[src/rtl/lifo_buffer.sv]
// lifo_buffer: single-clock last-in-first-out stack of 2**AWIDTH words.
// Registered pop data, fill count and empty/full status flags.
//
// Handshake: a push (wrreq_i) is accepted on a rising edge only when the
// stack is not full. A pop (rdreq_i) is accepted only when it is not empty.
// Both decisions use the fill count from before the edge. Requests that are
// not accepted are dropped silently; there is no stall or back-pressure.
// The popped word appears on q_o one cycle after the request.
module lifo_buffer #(
    parameter int DWIDTH = 8,
    parameter int AWIDTH = 4
) (
    input  logic              clk_i,
    input  logic              rst_n_i,
    input  logic              wrreq_i,
    input  logic [DWIDTH-1:0] data_i,
    input  logic              rdreq_i,
    output logic [DWIDTH-1:0] q_o,
    output logic              empty_o,
    output logic              full_o,
    output logic [AWIDTH:0]   usedw_o
);

    localparam int DEPTH = 2 ** AWIDTH;
    localparam logic [AWIDTH:0] DEPTH_W = (AWIDTH + 1)'(DEPTH);
    localparam logic [AWIDTH:0] ONE_W   = (AWIDTH + 1)'(1);

    logic [DWIDTH-1:0] mem [DEPTH];
    logic [AWIDTH:0]   usedw_q;
    logic [AWIDTH:0]   usedw_m1;
    logic [AWIDTH-1:0] top_addr;
    logic [AWIDTH-1:0] wr_addr;
    logic              rd_ok;
    logic              wr_ok;

    // Accept decisions and addressing, all derived from the pre-edge count.
    // A simultaneous push and pop overwrites the slot just popped, so the
    // new word becomes the top and the count is unchanged.
    always_comb begin
        rd_ok    = 1'b0;
        wr_ok    = 1'b0;
        usedw_m1 = usedw_q - ONE_W;
        top_addr = usedw_m1[AWIDTH-1:0];
        wr_addr  = usedw_q[AWIDTH-1:0];
        rd_ok    = rdreq_i && (usedw_q != '0);
        wr_ok    = wrreq_i && (usedw_q != DEPTH_W);
        if (rd_ok) begin
            wr_addr = top_addr;
        end
    end

    // Fill count: increments on push only, decrements on pop only.
    always_ff @(posedge clk_i or negedge rst_n_i) begin
        if (!rst_n_i) begin
            usedw_q <= '0;
        end else begin
            case ({wr_ok, rd_ok})
                2'b10:   usedw_q <= usedw_q + ONE_W;
                2'b01:   usedw_q <= usedw_q - ONE_W;
                default: usedw_q <= usedw_q;
            endcase
        end
    end

    // Read data register: loads the old top on an accepted pop, else holds.
    always_ff @(posedge clk_i or negedge rst_n_i) begin
        if (!rst_n_i) begin
            q_o <= '0;
        end else if (rd_ok) begin
            q_o <= mem[top_addr];
        end
    end

    // Storage array: no reset, contents are irrelevant once the count is zero.
    always_ff @(posedge clk_i) begin
        if (wr_ok) begin
            mem[wr_addr] <= data_i;
        end
    end

    // Status outputs track the count with no added latency.
    always_comb begin
        usedw_o = usedw_q;
        empty_o = (usedw_q == '0);
        full_o  = (usedw_q == DEPTH_W);
    end

endmodule

[config.mk]
export PLATFORM = sky130hd
export DESIGN_NAME = lifo_buffer
export DESIGN_NICKNAME = d
export VERILOG_FILES = /design/src/rtl/lifo_buffer.sv
export SDC_FILE = /design/constraint.sdc
export NUM_CORES = 1
export LEC_CHECK = 0
export CORE_MARGIN = 1.5
export CORE_UTILIZATION = 40
export DETAILED_ROUTE_END_ITERATION = 8
export REMOVE_ABC_BUFFERS = 1
export SYNTH_ARGS = -nofsm -noshare
export SYNTH_HDL_FRONTEND = slang
export SYNTH_SLANG_ARGS = --single-unit
[constraint.sdc]
create_clock -name clk_i -period 2.92 [get_ports clk_i]
set_clock_uncertainty 0.1 [all_clocks]
set_input_delay 0.292 -clock clk_i [delete_from_list [all_inputs] [get_ports clk_i]]
set_output_delay 0.292 -clock clk_i [all_outputs]
set_load 0.03 [all_outputs]
==> run metrics <==
status=completed; CTS Root Cell=clkbuf_16; asr flop ratio synth=9.22%; Post-Synthesis Cells=397; die area=15,200 um2; residual DRC count=0; post-synthesis sequential area ratio=72.0%; Setup Buffers After CTS=0; die width=123 um; Mean Syn Cell Area=14.6 um2; VDD IR-drop max=0.000594 V; first-pass GRT wire length=19,800 um; CTS tree=done; LEAKAGE=0.00249 uW; htree depth=4; Main synth FF type=edfxtp_1; All-Layer GR Usage=18.3%; CP bufs+invs=4; required time of the critical path=2.53 ns; clock sink total=141; area of the mapped netlist=5790 um2; post-synth top area share=66.3%; synth unique cells=37; total gr overflow=0; via count=3,404; r2r startpoint=usedw_o[1]; pins over their slew limit=0; Num CTS Buffers=17; number of synthesized flops with an enable pin=128; area leader, netlist=edfxtp_1; max frequency=360 MHz; Post-CTS Resized=0; Worst-path clk slew=0.05 ns; vias per cell=5.29; GP Congestion=0.858; Skew-Pair Late Insertion Delay=0.42 ns; Bufs on Longest Clock Path=2; CP startpoint kind=register; Area Overhead vs Synth=21.0%; delay-heaviest family, CP=buffers and inverters; post-cts hold buffer count=0; Die Y=123 um; vias in the first global route=3,504; Seq cells post-synth=141; CP Max Fanout=4; final hold vios=0; # setup viols final=0; layout cells sized above 1=14.7%; initial antenna violation count=0; Slew headroom=46.9%; fillers=1,197; Metal-1 WL=5540 um; Worst path depth=6; # port buffers=26; CP arrival=2.38 ns; met2 routed WL=6340 um; cell mode on critical path=inv_1; most common cell in the synthesized netlist=edfxtp_1; CP endpoint kind=primary output; Fin Setup TNS=0 ns; crit share post-route=95.0%; R2R depth=8; Setup crit start=usedw_o[1]; Top Metal Used=met4; met3 routed WL=681 um; min Tclk post-route=2.77 ns; Worst Max-Slew Pin Slew=0.794 ns; slowest stage cell, crit path=clkdlybuf4s50_1; RSZ-0062 raised after global routing=false; final instance area=7010 um2; WL/cell=19.7 um; number of diodes=0; Post-synth top cells=edfxtp_1, nand2_1, mux2i_1; ranking of synthesized cells by area=edfxtp_1, mux2i_1, dfrtp_1; I/O Pins=27; cell chain of the critical path=inv_1 > ha_2 > or4b_4 > buf_4 > inv_1 > clkdlybuf4s50_1; largest net degree at the start of global routing=33; Yosys warnings=0; crit-path max cell delay=0.65 ns; dpl hpwl=8350 um; pwr/cell area=1170 nW/um2; Crit Path Class=register to primary output; number of max-cap violations=0; drt pass-1 iters=4; NumNets Final=467; Starting Density=41.4%; Min-Delay Path Class=input port to async pin; Routed WL=12,700 um; Routed Antenna Nets=0; DR iter-0 viols=248; Row Count=43; placed instance area=6390 um2; core area=14,000 um2
==> layer usage <==
metal | global-route usage (%) | vias up
met4 | 5.17 | 0
li1 | - | 1639
met2 | 30.6 | 69
met1 | 23.4 | 1684
met3 | 4.98 | 12
met5 | 0 | -
==> state kept, by name, summed over array words and instances, names as in the netlist <==
signal,cells
mem,128
q_o,8
usedw_o,5
==> area by class of cell <==
class	count	area (um2)	area share [%]
Timing Repair Buffer	52	455	6.50
Clock inverter	8	72.6	1.04
Tap cell	180	225	3.21
Inverter	7	26.3	0.375
Multi-Input combinational cell	232	1510	21.6
Sequential cell	141	4170	59.5
Clock buffer	24	547	7.80
==> through the flow <==
step	power [uW]	utilization (%)	hold WS, ns	setup slack [ns]	cells
after CTS	8240	50.1	0.174	0.127	644
final	8190	50.1	0.174	0.146	644
after global placement	6020	45.7	0.375	0.311	612
after detailed placement	6060	45.7	0.390	0.253	612
after global routing	8640	50.1	0.205	0.0409	644
after floorplan	4880	-	-0.104	-0.872	380
==> layout by cell type (no fill, tap or decap), drive strengths merged, types with 2 or more instances in the layout <==
| cell type | instances |
|---|---|
| xor2 | 2 |
| clkdlybuf4s50 | 26 |
| nand3 | 18 |
| clkinv | 5 |
| buf | 26 |
| and4 | 2 |
| nand4 | 10 |
| clkinvlp | 3 |
| a21oi | 3 |
| mux2i | 40 |
| nor2 | 27 |
| dfrtp | 13 |
| a32oi | 17 |
| a31oi | 3 |
| inv | 6 |
| nor3 | 8 |
| xnor2 | 7 |
| nand2 | 60 |
| nor2b | 2 |
| ha | 4 |
| clkbuf | 24 |
| a22oi | 16 |
| edfxtp | 128 |
| o21ai | 6 |
==> logic make-up (layout without fill, tap and decap cells) <==
family	Yosys count	after routing	synth area share, %
adder cells (fa/ha/maj)	4	4	0.864
flip-flops	141	141	72.0
multiplexers	40	40	6.91
AND/OR/NAND/NOR	132	132	10.4
XOR/XNOR	9	9	1.49
AO/OA/AOI/OAI	47	47	6.31
buffers and inverters	24	91	2.09
==> worst paths after layout <==
check,end,slack (ns)
hold reg to reg,q_o[4],0.40
hold / removal,usedw_o[0],0.17
min in group clk_i,q_o[4],0.40
setup reg to reg,mem[14][0],0.28
setup / recovery,empty_o,0.15
max in group asynchronous,q_o[2],2.13
==> power by group <==
part           switching [uW]  leakage [uW]  internal (uW)
Sequential                106       0.00131           2510
Combinational            2150      0.000882           1250
Clock                     783      0.000299           1390
Note: power is estimated with default switching activity, not from simulation.
